**config.mk**
```make
export PLATFORM = sky130hd
export DESIGN_NAME = tune_period_decoder
export DESIGN_NICKNAME = d
export VERILOG_FILES = /design/src/rtl/tune_pkg.sv /design/src/rtl/tune_edge_sync.sv /design/src/rtl/tune_period_decoder.sv
export SDC_FILE = /design/constraint.sdc
export NUM_CORES = 1
export LEC_CHECK = 0
export ABC_AREA = 1
export CORE_UTILIZATION = 45
export CTS_CLUSTER_SIZE = 30
export DETAILED_ROUTE_END_ITERATION = 16
export PLACE_DENSITY_LB_ADDON = 0.25
export SYNTH_ARGS = -nofsm -noshare
export SYNTH_HDL_FRONTEND = slang
export SYNTH_HIERARCHICAL = 1
export SYNTH_SLANG_ARGS = --single-unit
```
**constraint.sdc**
```tcl
create_clock -name clk_i -period 12.1 [get_ports clk_i]
set_input_delay 1.21 -clock clk_i [delete_from_list [all_inputs] [get_ports clk_i]]
set_output_delay 1.21 -clock clk_i [all_outputs]
set_load 0.05 [all_outputs]
```
**src/rtl/tune_pkg.sv**
```systemverilog
// Shared types and constants for the tune period decoder.
package tune_pkg;

  typedef enum logic [1:0] {
    StSilent,
    StAcquire,
    StLocked
  } tune_state_e;

  localparam int unsigned PeriodWDefault = 16;
  localparam int unsigned SyncDepth      = 2;

  // Unsigned compare-and-subtract so the difference never wraps.
  function automatic logic within_tol(input logic [31:0] a, input logic [31:0] b,
                                      input int unsigned tol);
    logic [31:0] diff;
    diff = (a >= b) ? (a - b) : (b - a);
    return diff <= tol;
  endfunction

endpackage

```
**src/rtl/tune_edge_sync.sv**
```systemverilog
// Multi-flop synchronizer followed by a one-cycle rising-edge pulse.
module tune_edge_sync
  import tune_pkg::*;
(
  input  logic clk_i,
  input  logic rst_i,
  input  logic d_i,
  output logic sync_o,
  output logic rise_o
);

  logic [SyncDepth-1:0] sync_q;
  logic                 last_q;

  always_ff @(posedge clk_i) begin
    if (rst_i) begin
      sync_q <= '0;
      last_q <= 1'b0;
    end else begin
      sync_q <= {sync_q[SyncDepth-2:0], d_i};
      last_q <= sync_q[SyncDepth-1];
    end
  end

  assign sync_o = sync_q[SyncDepth-1];
  assign rise_o = sync_q[SyncDepth-1] & ~last_q;

endmodule

```
**src/rtl/tune_period_decoder.sv**
```systemverilog
// Measures the speaker square-wave period, locks onto stable tones and flags silence.
// Define TUNE_PERIOD_DECODER_DIFF_CHECK_EN to monitor the complementary speaker bit.
module tune_period_decoder
  import tune_pkg::*;
#(
  parameter int unsigned PERIOD_W       = PeriodWDefault,
  parameter int unsigned STABLE_COUNT   = 3,
  parameter int unsigned TOLERANCE      = 2,
  parameter int unsigned SILENCE_CYCLES = 1000
) (
  input  logic                clk_i,
  input  logic                rst_i,
  input  logic [1:0]          speaker_i,
  output logic [PERIOD_W-1:0] period_o,
  output logic                period_valid_o,
  output logic                locked_o,
  output logic                silent_o,
  output logic                diff_err_o
);

  localparam int unsigned MatchW = $clog2(STABLE_COUNT) + 1;
  localparam logic [PERIOD_W-1:0] SilMax  = PERIOD_W'(SILENCE_CYCLES);
  localparam logic [PERIOD_W-1:0] SilLast = PERIOD_W'(SILENCE_CYCLES - 1);
  localparam logic [MatchW-1:0]   LockAt  = MatchW'(STABLE_COUNT - 1);

  tune_state_e         state_q, state_d;
  logic [PERIOD_W-1:0] cnt_q, cnt_d;
  logic [PERIOD_W-1:0] prev_q, prev_d;
  logic                prev_vld_q, prev_vld_d;
  logic [MatchW-1:0]   match_q, match_d, match_nxt;
  logic [PERIOD_W-1:0] period_q, period_d;
  logic                pvalid_q, pvalid_d;
  logic [PERIOD_W-1:0] meas;
  logic                edge_evt, spk_p_sync, silence_hit;

  tune_edge_sync u_sync_p (
    .clk_i  (clk_i),
    .rst_i  (rst_i),
    .d_i    (speaker_i[0]),
    .sync_o (spk_p_sync),
    .rise_o (edge_evt)
  );

  assign meas        = cnt_q + 1'b1;
  assign silence_hit = (cnt_q >= SilLast);

  always_comb begin
    state_d    = state_q;
    cnt_d      = (cnt_q >= SilMax) ? SilMax : cnt_q + 1'b1;
    prev_d     = prev_q;
    prev_vld_d = prev_vld_q;
    match_d    = match_q;
    match_nxt  = '0;
    period_d   = period_q;
    pvalid_d   = 1'b0;
    if (edge_evt) cnt_d = '0;

    unique case (state_q)
      StSilent: begin
        if (edge_evt) begin
          state_d    = StAcquire;
          match_d    = '0;
          prev_vld_d = 1'b0;
        end
      end
      StAcquire: begin
        if (edge_evt) begin
          if (prev_vld_q && within_tol(32'(meas), 32'(prev_q), TOLERANCE)) begin
            match_nxt = match_q + 1'b1;
          end
          match_d    = match_nxt;
          prev_d     = meas;
          prev_vld_d = 1'b1;
          if (match_nxt == LockAt) begin
            state_d  = StLocked;
            period_d = meas;
            pvalid_d = 1'b1;
          end
        end else if (silence_hit) begin
          state_d = StSilent;
        end
      end
      StLocked: begin
        if (edge_evt) begin
          if (!within_tol(32'(meas), 32'(period_q), TOLERANCE)) begin
            state_d    = StAcquire;
            prev_d     = meas;
            prev_vld_d = 1'b1;
            match_d    = '0;
          end
        end else if (silence_hit) begin
          state_d = StSilent;
        end
      end
      default: state_d = StSilent;
    endcase
  end

  always_ff @(posedge clk_i) begin
    if (rst_i) begin
      state_q    <= StSilent;
      cnt_q      <= '0;
      prev_q     <= '0;
      prev_vld_q <= 1'b0;
      match_q    <= '0;
      period_q   <= '0;
      pvalid_q   <= 1'b0;
    end else begin
      state_q    <= state_d;
      cnt_q      <= cnt_d;
      prev_q     <= prev_d;
      prev_vld_q <= prev_vld_d;
      match_q    <= match_d;
      period_q   <= period_d;
      pvalid_q   <= pvalid_d;
    end
  end

  assign period_o       = period_q;
  assign period_valid_o = pvalid_q;
  assign locked_o       = (state_q == StLocked);
  assign silent_o       = (state_q == StSilent);

`ifdef TUNE_PERIOD_DECODER_DIFF_CHECK_EN
  logic       spk_n_sync, unused_rise_n;
  logic [1:0] eq_cnt_q, eq_cnt_d;
  logic       diff_err_q, diff_err_d, bits_eq;

  tune_edge_sync u_sync_n (
    .clk_i  (clk_i),
    .rst_i  (rst_i),
    .d_i    (speaker_i[1]),
    .sync_o (spk_n_sync),
    .rise_o (unused_rise_n)
  );

  assign bits_eq = (spk_p_sync == spk_n_sync);

  always_comb begin
    eq_cnt_d   = '0;
    diff_err_d = diff_err_q | (bits_eq && (eq_cnt_q >= 2'd2));
    if (bits_eq) eq_cnt_d = (eq_cnt_q == 2'd3) ? eq_cnt_q : eq_cnt_q + 2'd1;
  end

  always_ff @(posedge clk_i) begin
    if (rst_i) begin
      eq_cnt_q   <= '0;
      diff_err_q <= 1'b0;
    end else begin
      eq_cnt_q   <= eq_cnt_d;
      diff_err_q <= diff_err_d;
    end
  end

  assign diff_err_o = diff_err_q;
`else
  logic unused_diff;
  assign unused_diff = speaker_i[1] ^ spk_p_sync;
  assign diff_err_o  = 1'b0;
`endif

endmodule

```
==> metrics.md <==
| Metric | Value |
|---|---|
| Worst r2r src | `cnt_q[0]` |
| Total wire length | `18.20 mm` |
| Worst Path Max Fanout | `18` |
| N_diodes | `0` |
| Worst Reg-to-Reg Cells | `27` |
| Die area | `around 0.016 mm^2` |
| Layout cells sized above 1 | `under 10%` |
| FMAX | `roughly 0.19 GHz` |
| Place WS | `6.902 ns` |
| Die H | `around 130 um` |
| Post-route ant nets | `0` |
| Synth top area share | `between 20% and 30%` |
| Final Critical Period | `approximately 5.4 ns` |
| Status | `completed` |
| CTS Buf Count | `9` |
| Vias in the first global route | `6630` |
| CP bufs+invs | `3` |
| Clock-pin slew on the worst setup and hold paths | `around 0.05 ns` |
| Dpl hpwl | `15.06 mm` |
| Area growth from synthesis to layout | `8.681%` |
| Setup ws final | `about 6.7 ns` |
| Critical path depth | `27` |
| Clock Path Buffers | `2` |
| DR iter-0 viols | `435` |
| Drt first pass iters | `5` |
| Register area | `around 0.0012 mm^2` |
| Total grt overflow | `0` |
| Post-route clock period utilization | `between 40% and 50%` |
| Static Leak | `between 3 and 4 nW` |
| HP Class | `reg2reg` |
| R2r endpoint | `period_o[3]` |
| Final setup skew | `between 0.01 and 0.015 ns` |
| Worst Setup End Kind | `register` |
| RSZ-0062 raised after global routing | `no` |
| CP endpoint | `period_o[3]` |
| First-pass GRT wire length | `between 30 and 40 mm` |
| Sequential area share after synthesis | `between 10% and 20%` |
| Drt via density | `~5.1` |
| Synth cell types | `40` |
| Multi-input gate area | `approximately 0.0049 mm^2` |
| Seq cells post-synth | `58` |
| Largest cells by area after synthesis | `nand2_1, dfxtp_1, ha_1` |
| Clk Latency, worst-skew pair | `roughly 0.33 ns` |
| Post-CTS Hold Buffers | `0` |
| Post-cts resize count | `0` |
| Nets | `~1300` |
| Synth Warn # | `6` |
| Worst relative slew slack | `approximately 57%` |
| Most common cell after layout, fill and taps aside | `nand2_1` |
| Max VDD drop | `~67 uV` |
| Mean Syn Cell Area | `roughly 5.8 um^2` |
| Largest net degree at the start of global routing | `25` |
| Core ar. | `0.01515 mm^2` |
| Crit start category | `register` |
| Input/output buffers | `21` |
| Fill count | `~1700` |
| R2R Setup Slk | `about 6.7 ns` |
| Initial Util | `~46%` |
| Setup TNS | `0 ns` |
| Top Family by Delay on Critical Path | `simple AND/OR/NAND/NOR gates` |
| Critical setup path kind | `reg2reg` |
| Final hold violations | `0` |
| DRC violations left | `0` |
| CP peak stage delay | `approximately 0.44 ns` |
| Most frequent cells in the layout | `nand2_1, inv_1, nor2_1` |
| Clk sinks | `58` |
| Post-synthesis cell type with the largest combined area | `nand2_1` |
| # rows | `45` |
| Mapped Cells | `1186` |
| Tot GR Track Use | `roughly a quarter` |
| Req. time, crit path | `12.31 ns` |
| Placer's final routability congestion estimate | `roughly 0.91` |
| Crit. Startpoint | `cnt_q[0]` |
| CTS root buf | `clkbuf_16` |
| Most used cell, CP | `nand2_1` |
| Final Setup Violations | `0` |
| CTS tree | `done` |
| Max Slew Vio Count | `0` |
| Max-Cap Viols | `0` |
| Worst slew pin tran | `0.6399 ns` |
| Initial antenna violation count | `0` |
| Post-CTS setup buffers | `0` |
| Routed via count | `7063` |
| Worst path slowest cell | `dfxtp_1` |
| DR WL/cell | `13.02 um` |
| Htree depth | `3` |
| Synth Cell Area | `0.006933 mm^2` |
| Die width | `approximately 130 um` |
| IO Pins | `24` |
| WP data arrival | `roughly 5.6 ns` |
| PwrDens | `143.7 mW/mm^2` |
[cells in the mapped netlist, drive strengths merged]
| library cell | number |
|---|---|
| xor2 | 25 |
| a21oi | 96 |
| fa | 4 |
| nand3b | 3 |
| dfxtp | 58 |
| nor4 | 2 |
| o21bai | 6 |
| a21o | 2 |
| conb | 1 |
| clkbuf | 6 |
| nand4 | 17 |
| clkinv | 2 |
| o21ai | 30 |
| or2 | 1 |
| nor3 | 13 |
| nand3 | 92 |
| inv | 208 |
| a21boi | 1 |
| ha | 72 |
| and2 | 1 |
| xnor2 | 2 |
| nor2 | 128 |
| a31oi | 1 |
| buf | 15 |
| nand2 | 400 |
[state kept, by name, summed over array words and instances (netlist names)]
register         cells
cnt_q               16
match_q              3
period_o            16
period_valid_o       1
prev_q              16
prev_vld_q           1
state_q              2
u_sync_p/last_q      1
u_sync_p/sync_q      2
[routing by layer]
metal	track usage (%)	part of all wire (%)	vias to the layer above
met1	28.95	46	3169
met3	1.529	3.1	33
met5	0	0	-
met4	9.355	2.4	0
met2	42.18	48	147
li1	-	-	3714
[through the flow]
stage / hold WS, ns / std cells / power (W) / cell area (um^2) / utilization, %
2_1_floorplan: 0.3883 / 1192 / 0.0007445 / 6955 / -
3_3_place_gp: 0.3888 / 1382 / 0.0008495 / 7271 / 48.00
3_5_place_dp: 0.4011 / 1382 / 0.0008571 / 7271 / 48.00
4_1_cts: 0.4081 / 1398 / 0.001085 / 7535 / 49.75
5_1_grt: 0.4392 / 1398 / 0.001184 / 7535 / 49.75
6_report: 0.4056 / 1398 / 0.001082 / 7535 / 49.75
[final cells by class]
| type | instances | share of cell area [%] |
|---|---|---|
| timing repair buffer | 23 | 2.989 |
| sequential | 58 | 15.41 |
| inverter | 210 | 10.46 |
| tap | 188 | 3.122 |
| multi-input combinational | 903 | 64.51 |
| clock buffer | 11 | 3.089 |
| clock inverter | 5 | 0.4151 |
[worst min-delay path by stage]
stage                            start            endpoint  slack, ns  depth (start not counted)
finish              u_sync_p/sync_q[0]  u_sync_p/sync_q[1]       0.41                          2
floorplan           u_sync_p/sync_q[0]  u_sync_p/sync_q[1]       0.39                          2
CTS                 u_sync_p/sync_q[0]  u_sync_p/sync_q[1]       0.41                          2
global placement    u_sync_p/sync_q[0]  u_sync_p/sync_q[1]       0.39                          2
global route        u_sync_p/sync_q[0]  u_sync_p/sync_q[1]       0.44                          2
detailed placement  u_sync_p/sync_q[0]  u_sync_p/sync_q[1]       0.40                          2
[worst reg2reg max path, stage by stage (launching register included)]
cell	delay [ns]
dfxtp_1	0.44
ha_1	0.20
nand2_1	0.09
nor2_1	0.17
inv_1	0.09
nor3_1	0.30
nand3_1	0.24
nor4_1	0.30
xnor2_1	0.25
inv_1	0.22
ha_1	0.43
nand2_1	0.14
nor2_1	0.21
nand2_1	0.09
inv_2	0.08
nand3_1	0.10
nand2_1	0.10
nor2_2	0.06
nand2_4	0.11
nand2_1	0.07
nand3_1	0.07
nand2_1	0.05
nor2_1	0.16
nand4_2	0.20
nor2_4	0.42
nand2_2	0.34
o21ai_0	0.29
nor2_1	0.06
[cells by family (layout without fill, tap and decap cells)]
group	after synthesis	in the layout	share of synthesized area, %
flip-flops	58	58	16.75
other	1	7	0.05409
XOR/XNOR	27	27	3.411
AND/OR/NAND/NOR	657	657	41.36
buffers and inverters	231	249	13.46
AO/OA/AOI/OAI	136	136	10.81
adder cells (fa/ha/maj)	76	76	14.15
[power breakdown]
| group | switching, W | internal [W] |
|---|---|---|
| clock | 0.0000863 | 0.000137 |
| sequential | 0.0000233 | 0.000218 |
| combinational | 0.000411 | 0.000206 |
Power figures use the tool's default switching activity.
